==> config.mk <==
export PLATFORM = sky130hd
export DESIGN_NAME = pc_unit
export DESIGN_NICKNAME = d
export VERILOG_FILES = /design/src/rtl/pc_unit.sv
export SDC_FILE = /design/constraint.sdc
export NUM_CORES = 1
export LEC_CHECK = 0
export CORE_MARGIN = 3
export CORE_UTILIZATION = 45
export DETAILED_ROUTE_END_ITERATION = 8
export PLACE_DENSITY = 0.8
export SLEW_MARGIN = 20
export SYNTH_ARGS = -nofsm -noshare
export SYNTH_HDL_FRONTEND = slang
export SYNTH_SLANG_ARGS = --single-unit
==> constraint.sdc <==
create_clock -name clock -period 4.7 [get_ports clock]
set_clock_uncertainty 0.1 [all_clocks]
set_input_delay 1.41 -clock clock [delete_from_list [all_inputs] [get_ports clock]]
set_output_delay 1.41 -clock clock [all_outputs]
set_load 0.1 [all_outputs]
==> src/rtl/pc_unit.sv <==
// pc_unit: program-counter unit owning next-PC selection (step, branch,
// jump, return, trap entry/return), stall hold, target alignment checking,
// a saved exception PC and a small circular return-address stack.
module pc_unit #(
    parameter int               WIDTH        = 32,
    parameter logic [WIDTH-1:0] RESET_VECTOR = '0,
    parameter logic [WIDTH-1:0] TRAP_VECTOR  = WIDTH'(32'h0000_0080),
    parameter int               STEP         = 4,
    parameter int               RAS_DEPTH    = 4
) (
    input  logic             clock,
    input  logic             reset_n,
    input  logic             stall,
    input  logic             branch_taken,
    input  logic [WIDTH-1:0] branch_target,
    input  logic             jump_valid,
    input  logic [WIDTH-1:0] jump_target,
    input  logic             call,
    input  logic             ret,
    input  logic             trap,
    input  logic             mret,
    output logic [WIDTH-1:0] pc,
    output logic [WIDTH-1:0] pc_plus_step,
    output logic [WIDTH-1:0] epc,
    output logic             misaligned,
    output logic             ras_empty,
    output logic             ras_full,
    output logic             ras_overflow
);

    localparam int PW = (RAS_DEPTH > 1) ? $clog2(RAS_DEPTH) : 1;
    localparam int CW = PW + 1;

    logic [WIDTH-1:0] pc_q, pc_d;
    logic [WIDTH-1:0] epc_q, epc_d;
    logic [CW-1:0]    count_q, count_d;
    logic [PW-1:0]    ptr_q, ptr_d;      // next free slot; top is ptr_q-1
    logic             ovf_q, ovf_d;
    logic [WIDTH-1:0] ras_q [RAS_DEPTH];

    logic [PW-1:0]    top_idx;
    logic [WIDTH-1:0] ras_top;
    logic             redirect;
    logic [WIDTH-1:0] target;
    logic             want_push, want_pop, want_swap;
    logic             take_trap;
    logic             ras_we;
    logic [PW-1:0]    ras_waddr;

    assign pc_plus_step = pc_q + WIDTH'(STEP);
    assign pc           = pc_q;
    assign epc          = epc_q;
    assign ras_empty    = (count_q == '0);
    assign ras_full     = (count_q == CW'(RAS_DEPTH));
    assign ras_overflow = ovf_q;
    assign top_idx      = ptr_q - PW'(1);
    assign ras_top      = ras_q[top_idx];

    // Pick the redirect target (rows mret..branch) and the RAS action it implies.
    always_comb begin
        redirect  = 1'b0;
        target    = '0;
        want_push = 1'b0;
        want_pop  = 1'b0;
        want_swap = 1'b0;
        if (mret) begin
            redirect = 1'b1;
            target   = epc_q;
        end else if (ret) begin
            redirect = 1'b1;
            if (!ras_empty) begin
                target = ras_top;
                // A call in the same cycle turns the pop+push into a swap of the top.
                if (jump_valid && call) want_swap = 1'b1;
                else                    want_pop  = 1'b1;
            end else begin
                target    = jump_target;
                want_push = jump_valid && call;
            end
        end else if (jump_valid) begin
            redirect  = 1'b1;
            target    = jump_target;
            want_push = call;
        end else if (branch_taken) begin
            redirect = 1'b1;
            target   = branch_target;
        end
        // A stalled cycle selects no redirect, so nothing can be misaligned.
        misaligned = !stall && redirect && (target[1:0] != 2'b00);
        take_trap  = trap || misaligned;
    end

    // Next-state for pc, epc and the RAS bookkeeping, trap first, then stall.
    always_comb begin
        pc_d      = pc_q;
        epc_d     = epc_q;
        count_d   = count_q;
        ptr_d     = ptr_q;
        ovf_d     = ovf_q;
        ras_we    = 1'b0;
        ras_waddr = ptr_q;
        if (take_trap) begin
            pc_d  = TRAP_VECTOR;
            epc_d = pc_q;
        end else if (!stall) begin
            pc_d = redirect ? target : pc_plus_step;
            if (want_swap) begin
                ras_we    = 1'b1;
                ras_waddr = top_idx;
            end else if (want_push) begin
                // When full, ptr_q already points at the oldest entry.
                ras_we    = 1'b1;
                ras_waddr = ptr_q;
                ptr_d     = ptr_q + PW'(1);
                if (ras_full) ovf_d   = 1'b1;
                else          count_d = count_q + CW'(1);
            end else if (want_pop) begin
                ptr_d   = top_idx;
                count_d = count_q - CW'(1);
            end
        end
    end

    // Architectural state with asynchronous reset.
    always_ff @(posedge clock or negedge reset_n) begin
        if (!reset_n) begin
            pc_q    <= RESET_VECTOR;
            epc_q   <= '0;
            count_q <= '0;
            ptr_q   <= '0;
            ovf_q   <= 1'b0;
        end else begin
            pc_q    <= pc_d;
            epc_q   <= epc_d;
            count_q <= count_d;
            ptr_q   <= ptr_d;
            ovf_q   <= ovf_d;
        end
    end

    // RAS storage; contents are don't-care after reset so no reset here.
    always_ff @(posedge clock) begin
        if (ras_we) ras_q[ras_waddr] <= pc_plus_step;
    end

endmodule
After elaboration in Yosys (flattened, before gate mapping)
Memory sizes are Yosys's and may differ from the RTL's.
Cells that the tools add are included.
Word-level totals
  bits in registers: 70
  bits in writable memories: 128
  input bits: 73
  output and inout bits: 100
  word-level logic and storage cells: 66
  memories: 1
Memory list
  ras_q: depth 4, width 32, read ports 1, clocked after Yosys merged registers in 0, write ports 1, line 39  | logic [WIDTH-1:0] ras_q [RAS_DEPTH];
Cells by class
  $add $sub $neg: 5
  eq/ne operators: 3
  mux-type cells: 38
  bitwise operators: 3
  reductions and logical operators: 11
Operators with widths (count)
  32-bit two-way mux: 8
  32-bit by 3-bit adder with 32-bit output, second input constant: 1
  1-bit two-way mux: 22
  2-bit two-way mux: 5
  5-bit AND reduction: 2
  3-bit two-way mux: 3
  4-bit AND reduction: 1
  2-bit nonzero test: 2
  3-bit by 1-bit adder with 3-bit output, second input constant: 1
  3-bit == test, second input constant: 1
  1-bit logical AND: 3
  3-bit zero test: 1
  1-bit NOT: 3
  3-bit by 1-bit subtractor with 3-bit output, second input constant: 1
  2-bit by 1-bit adder with 2-bit output, second input constant: 1
  2-bit by 1-bit inequality test with 1-bit output, second input constant: 1
  2-bit inequality test, second input constant: 1
  2-bit by 1-bit subtractor with 2-bit output, second input constant: 1
  1-bit zero test: 1
  1-bit logical OR: 1

Depth between registers and ports, before layout
Gate-level depths: netlist of the first run.
An unclocked memory read counts as a cell.
  depth after elaboration: 11
  mapped depth: 10
  depth with buffers taken out: 8

Worst setup path before layout of the first run
No wires, ideal clock.
  kind: input -> output
  start: in ret
  end: out misaligned
  arrival time: 4.382 ns
  required time: 3.190 ns
  slack: -1.192 ns
  stages: 5
  buffers on the path: 1
  cells stage by stage: buf_2 or2b_2 a211oi_2 a21oi_2 nor3_1
Between the ends
  longest elaborated chain between the ends: 4
  elaborated cells between the ends (all ways): 7
  those cells by class: mux: 4; reduce/logical: 3
Ends and longest elaborated chain
  from (decl): line 19  | input logic ret,
  32-bit two-way mux / 1-bit two-way mux (equally long branches): line 69  | end else if (ret) begin
  32-bit two-way mux / 1-bit two-way mux (equally long branches): line 66  | if (mret) begin
  2-bit nonzero test / 1-bit logical AND (equally long branches): line 89  | misaligned = !stall && redirect && (target[1:0] != 2'b00);
  1-bit logical AND (*): line 89
  to (decl): line 25  | output logic misaligned,
Every way passes the cells marked *; elsewhere a longest branch is shown, timed or not.

Worst setup path in the final report of the first run
  start: in jump_valid
  end: out misaligned
Between the ends
  longest elaborated chain between the ends: 5
  elaborated cells between the ends (all ways): 9
  those cells by class: mux: 6; reduce/logical: 3
Ends and longest elaborated chain
  from (decl): line 16  | input logic jump_valid,
  32-bit two-way mux / 1-bit two-way mux (equally long branches): line 80  | end else if (jump_valid) begin
  32-bit two-way mux / 1-bit two-way mux (equally long branches): line 69
  32-bit two-way mux / 1-bit two-way mux (equally long branches): line 66
  2-bit nonzero test / 1-bit logical AND (equally long branches): line 89
  1-bit logical AND (*): line 89
Marked as above.

==> results.ini, run 1 <==
[status]
status = complete, no violations

[timing]
tightestPinTransition_ps = 1058
setup_violations = 0
final-hold-violation-count = 0
setup_tns_ps = 0
layout_setup_ws_ps = 120.6
drv_slew = 0
period_share_pct = 97.43
period_minus_slack_ps = 4579
max_freq_ghz = 0.2184
max_slew_margin_pct = 29.27
holdWs_ps = 416.7
rsz0062_at_grt = false

[job]
drv_cap = 0

[synthesis]
yosysSeqAreaShare_pct = 57.62
ys_ff_latch = 198
synth-simple-area-share_pct = 11.06
synth.area.top_cells = edfxtp_1 40%, dfrtp_1 18%, mux4_2 7.4%
avgSynthCellArea_sq_um = 12.79
synth_mux_area_share_pct = 12.50
synthFlopType = edfxtp_1
ys_types = 83
synth_top_area_share_pct = 39.58
syn_nets = 834
synth_edf_count = 128
synth_compound_area_share_pct = 12.54
async_flop_share_pct = 35.35
synth_xor_area_share_pct = 2.345
synth_fa_ha_area_share_pct = 0.3350
ys_warn_count = 0
synth_area_sq_um = 9711
synth_top_area_cell = edfxtp_1
synth_top_family_by_area = compound AO/OA/AOI/OAI gates
syn_inst = 759

[clock_tree]
cts_hold_buf = 0
cts_sinks = 198
cts_setup_buffers = 0
cts_max_level = 4
path_clk_slew_ps = 70
cts_tree = done
cts_buffer_depth = 2
cts_buffers = 17
clock-root-buffer = clkbuf_16
post_cts_resized = 0
clock_latency_ps = 440

[route]
avgRoutedWirePerCell_um = 25.28
ant_nets = 0
vias_per_cell = 6.297
highest_layer = met4
wl_met3_mm = 3.806
first_pass_iters = 6
wirelength_met1_mm = 11.68
wl_mm = 31.02
drc = 0
vias = 7726
dr.first_iter.drc_count = 919
wl_met2_mm = 14.32

[pwr]
vdd_drop_max_uv = 420.0
cellLeakagePower_uw = 0.004804
power_density_nw_per_um2 = 467.4

[final_layout]
regArea_sq_um = 5597
layout-drive-gt1-share_pct = 22.37
antenna_cells = 0
fin_cells = 1227
fillCellCount = 1619
area.growth.synth_to_final_pct = 29.92
multi_input_area_sq_um = 3926
final_common_cell = clkdlybuf4s50_1
finish.utilization_pct = 59.83
final_cell_mix = 140 x clkdlybuf4s50_1, 128 x edfxtp_1, 97 x nand2_1
num-nets-final = 1014

[grt]
grt_pass1_wl_mm = 47.22
grt_max_degree = 71
grt_use_total_pct = 26.31
antenna_found_initial = 0
grt_pass1_vias = 7799
overflow = 0

[hold_path]
hold_path_class = reg -> reg

[placement]
place_inst = 1195
post-place-ws_ps = 142.6
dp_hpwl_mm = 21.53
numPortBuffers = 172
place.gp.congestion = 0.8876

[setup_path]
criticalPathCategory = in -> out
crit_arrival_ps = 3070
crit_fanout = 4
worstPathRequired_ps = 3190
start_kind = input port
critPathCaptureType = output port

[die]
initial_core_util_pct = 46.05
core_area_sq_um = 21090
dieArea_sq_um = 23380
ioPinCount = 173
rows = 53
die-height_um = 152.9
die_w_um = 152.9

## worst paths after layout
| kind | cells past startpoint | from | slack (ps) | endpoint |
|---|---|---|---|---|
| max in group asynchronous | 1 | reset_n | 2810 | ptr_q[0] |
| worst max register to register | 9 | count_q[1] | 1260 | ras_q[0][8] |
| min in group asynchronous | 1 | reset_n | 1020 | count_q[1] |
| worst min-delay path | 1 | ras_overflow | 420 | ras_overflow |
| worst min register to register | 1 | ras_overflow | 420 | ras_overflow |
| worst max-delay path | 7 | jump_valid | 120 | misaligned |
## Yosys cell counts (6+ instances only)
cell	count
xor2_1	7
nand2_1	97
inv_1	16
nor2_1	29
a21o_1	7
mux2_2	6
or3_1	6
mux4_2	32
dfrtp_1	70
xnor2_1	19
and3_1	7
clkbuf_1	31
o22ai_1	30
buf_2	6
o21ai_0	30
a21oi_1	28
a2bb2oi_1	6
nor3_1	14
mux2_4	27
edfxtp_1	128
nand3_1	29
a211oi_1	7
a31oi_1	11
## registers in the layout, summed over array words and instances, names as in the netlist
| register | cells |
|---|---|
| count_q | 3 |
| epc | 32 |
| pc | 32 |
| ptr_q | 2 |
| ras_overflow | 1 |
| ras_q | 128 |
## worst max-delay path, cell delays in order
cell	delay [ps]
clkdlybuf4s50_1	460
nand2b_1	180
o22a_1	210
o211ai_2	230
a21oi_2	110
nor3_2	260
buf_12	210
## cell families (layout without fill, tap and decap cells)
group | count (synthesis) | after routing
AND/OR/NAND/NOR | 219 | 219
flip-flops | 198 | 198
AO/OA/AOI/OAI | 175 | 175
buffers and inverters | 72 | 265
multiplexers | 67 | 67
XOR/XNOR | 26 | 26
adder cells (fa/ha/maj) | 2 | 2
## metal layers
metal / up-vias / GRT usage, %
met2: 546 / 40.74
met5: - / 0
met3: 82 / 6.937
li1: 3271 / -
met1: 3827 / 35.69
met4: 0 / 10.69
## report_power, final
| part | internal, uW | leakage [uW] | switching, uW |
|---|---|---|---|
| sequential | 1970 | 0.00212 | 168 |
| combinational | 754 | 0.00238 | 1490 |
| clock | 805 | 0.000301 | 707 |
| total | 3530 | 0.00480 | 2370 |
## through the flow
stage | instance area (sq um) | power [uW]
floorplan | 9839 | 3801
global placement | 12000 | 4367
detailed placement | 12000 | 4400
CTS | 12620 | 5898
global route | 12620 | 6093
finish | 12620 | 5897
## final cells by class
class | instances | area share, %
clock buffer | 19 | 3.679
inverter | 19 | 0.6050
clock inverter | 13 | 1.200
tap | 275 | 2.727
timing repair buffer | 214 | 16.30
sequential | 198 | 44.36
multi-input combinational | 489 | 31.12
(Power assumes the default switching activity.)
==> run 2: changes to the inputs <==
--- a/config.mk
+++ b/config.mk
@@ -6,9 +6,10 @@
 export NUM_CORES = 1
 export LEC_CHECK = 0
 export CORE_MARGIN = 3
-export CORE_UTILIZATION = 45
+export CORE_UTILIZATION = 40
 export DETAILED_ROUTE_END_ITERATION = 8
-export PLACE_DENSITY = 0.8
+export DONT_BUFFER_PORTS = 1
+export PLACE_DENSITY = 0.64
 export SLEW_MARGIN = 20
 export SYNTH_ARGS = -nofsm -noshare
 export SYNTH_HDL_FRONTEND = slang
==> run 2 against run 1 <==
  * Maximum frequency increased by 4.8%
  * Sequential cell count unchanged
  * Routed wire length increased by 0.32%
  * Critical path type is now reg -> out
  * Utilization decreased by 12 points
  * Highest routed layer is now met5
==> results.ini, run 2 (synthesis results as in run 1) <==
[pwr]
clkPwrFrac_pct = 24.5  ; -1.1 points
p_seq_share_pct = 43.0  ; +6.8 points
vdd_drop_max_uv = 264.8  ; -37%
swShare_pct = 41.41  ; +1.3 points
p_int_uw = 3255  ; -7.8%
pwr-share-comb_pct = 32.6  ; -5.5 points
power.total_uw = 5556  ; -5.8%
p_switching_uw = 2301  ; -2.8%
cellLeakagePower_uw = 0.004312  ; -10%
power_density_nw_per_um2 = 489.6  ; +4.7%

[timing]
holdWs_ps = 438.6  ; +21.93 ps
period_minus_slack_ps = 4370  ; -209.4 ps
max_freq_ghz = 0.2288  ; +4.8%
setup_tns_ps = 0  ; unchanged
setup_violations = 0  ; unchanged
final-hold-violation-count = 0  ; unchanged
tightestPinTransition_ps = 1062  ; +4.787 ps
period_share_pct = 92.98  ; -4.5 points
max_slew_margin_pct = 29.17  ; -0.098 points
drv_slew = 0  ; unchanged
rsz0062_at_grt = false

[final_layout]
final_cell_mix = 128 x edfxtp_1, 97 x nand2_1, 75 x buf_4
num-nets-final = 883  ; -13%
final_common_cell = edfxtp_1
multi_input_area_sq_um = 4014  ; +2.2%
fillCellCount = 2127  ; +31%
fin_area_sq_um = 11350  ; -10%
finish.utilization_pct = 47.92  ; -12 points
largest_register_ff_count = 128  ; unchanged
regArea_sq_um = 5599  ; about the same
area.growth.synth_to_final_pct = 16.87
layout-drive-gt1-share_pct = 27.89  ; +5.5 points
regMostFlops = ras_q
antenna_cells = 0  ; unchanged

[route]
first_pass_iters = 5  ; -1
wl_mm = 31.12  ; +0.32%
vias = 6994  ; -9.5%
drc = 0  ; unchanged
dr.first_iter.drc_count = 674  ; -27%
ant_nets = 0  ; unchanged
avgRoutedWirePerCell_um = 27.29  ; +8.0%
vias_per_cell = 6.135  ; -2.6%

[placement]
dp_hpwl_mm = 22.02  ; +2.3%
post_dp_cell_area_sq_um = 10820  ; -9.8%
numPortBuffers = 0  ; -100%
place.gp.congestion = 0.8827  ; -0.55%

[hold_path]
hold_end = count_q[2]
hold_depth = 1  ; unchanged
min_from = count_q[2]
hold_path_class = reg -> reg

[clock_tree]
post_cts_resized = 0  ; unchanged
cts_buffers = 17  ; unchanged
clock-root-buffer = clkbuf_16
cts_tree = done
cts_buffer_depth = 2  ; unchanged
cts_sinks = 198  ; unchanged
cts_hold_buf = 0  ; unchanged
clock_latency_ps = 440  ; about the same
cts_setup_buffers = 0  ; unchanged
path_clk_slew_ps = 80  ; about the same
cts_max_level = 4  ; unchanged

[die]
ioPinCount = 173  ; unchanged
dieArea_sq_um = 26180  ; +12%
rows = 56  ; +5.7%
die-height_um = 161.8  ; +5.8%
initial_core_util_pct = 41.00  ; -5.0 points
core_area_sq_um = 23680  ; +12%
die_w_um = 161.8  ; +5.8%

[grt]
antenna_found_initial = 1  ; +1
grt_use_total_pct = 23.85  ; -2.5 points
grt_max_degree = 71  ; unchanged
overflow = 0  ; unchanged
grt_pass1_wl_mm = 46.33  ; -1.9%
grt_pass1_vias = 6997  ; -10%

[setup_path]
criticalPathCategory = reg -> out
critPathTopFamily = simple AND/OR/NAND/NOR gates
critPathBufInv = 1  ; -1
r2r_cells = 6  ; -3
worstPathRequired_ps = 3190  ; about the same
regToRegStartpoint = ptr_q[0]
crit_top_cell = nand2_1
path_cells = ha_1 -> nand2_1 -> nor2_1 -> nand4_1 -> or3_1 -> nand2_1 -> buf_4
slowest_delay_ps = 440  ; -20 ps
start_kind = flop
crit_fanout = 6  ; +2
r2r_end = ras_q[0][11]
crit_arrival_ps = 2860  ; -210 ps
crit_slowest_cell = or3_1
critPathCaptureType = output port
r2r_slack_ps = 1260  ; about the same

[status]
status = complete, no violations

[job]
drv_cap = 0  ; unchanged

[run 2: area by class of cell]
| cell class | instances | share of cell area (%) |
|---|---|---|
| well taps | 319 | 3.517 |
| multi-input cells | 489 | 35.37 |
| repair buffers | 83 | 6.439 |
| clock buffers | 17 | 3.749 |
| inverters | 19 | 0.6725 |
| clock inverters | 15 | 0.9151 |
| flip-flops and latches | 198 | 49.34 |
[run 2: how the worst max path moves through the flow]
| stage | from | end | slack (ps) | cells after the start |
|---|---|---|---|---|
| floorplan | ret | misaligned | -320 | 5 |
| global placement | jump_valid | misaligned | 600 | 6 |
| detailed placement | jump_valid | misaligned | 590 | 6 |
| CTS | pc[12] | pc_plus_step[31] | 400 | 6 |
| global route | pc[12] | pc_plus_step[31] | 240 | 6 |
| finish | pc[2] | pc_plus_step[28] | 330 | 7 |
[run 2: layer usage]
metal	vias up	wire length (um)	part of all wire, %	track usage (%)
met5	-	20	0.064	0
met2	389	14300	46	36.49
li1	3013	-	-	-
met4	2	625	2.0	6.514
met1	3546	12690	41	32.97
met3	44	3475	11	7.779
[run 2: power by group through the flow]
stage	sequential [uW]	clock [uW]	combinational, uW
floorplan	2540	0	1260
global placement	2420	0	1790
detailed placement	2430	0	1810
CTS	2390	1370	1810
global route	2410	1440	1910
finish	2390	1360	1810
[run 2: metrics by stage]
| step | setup WS [ps] | instances |
|---|---|---|
| finish | 329.9 | 1140 |
| global route | 244.0 | 1140 |
| CTS | 399.0 | 1140 |
| detailed placement | 590.7 | 1108 |
| global placement | 596.1 | 1108 |
| floorplan | -317.2 | 759 |
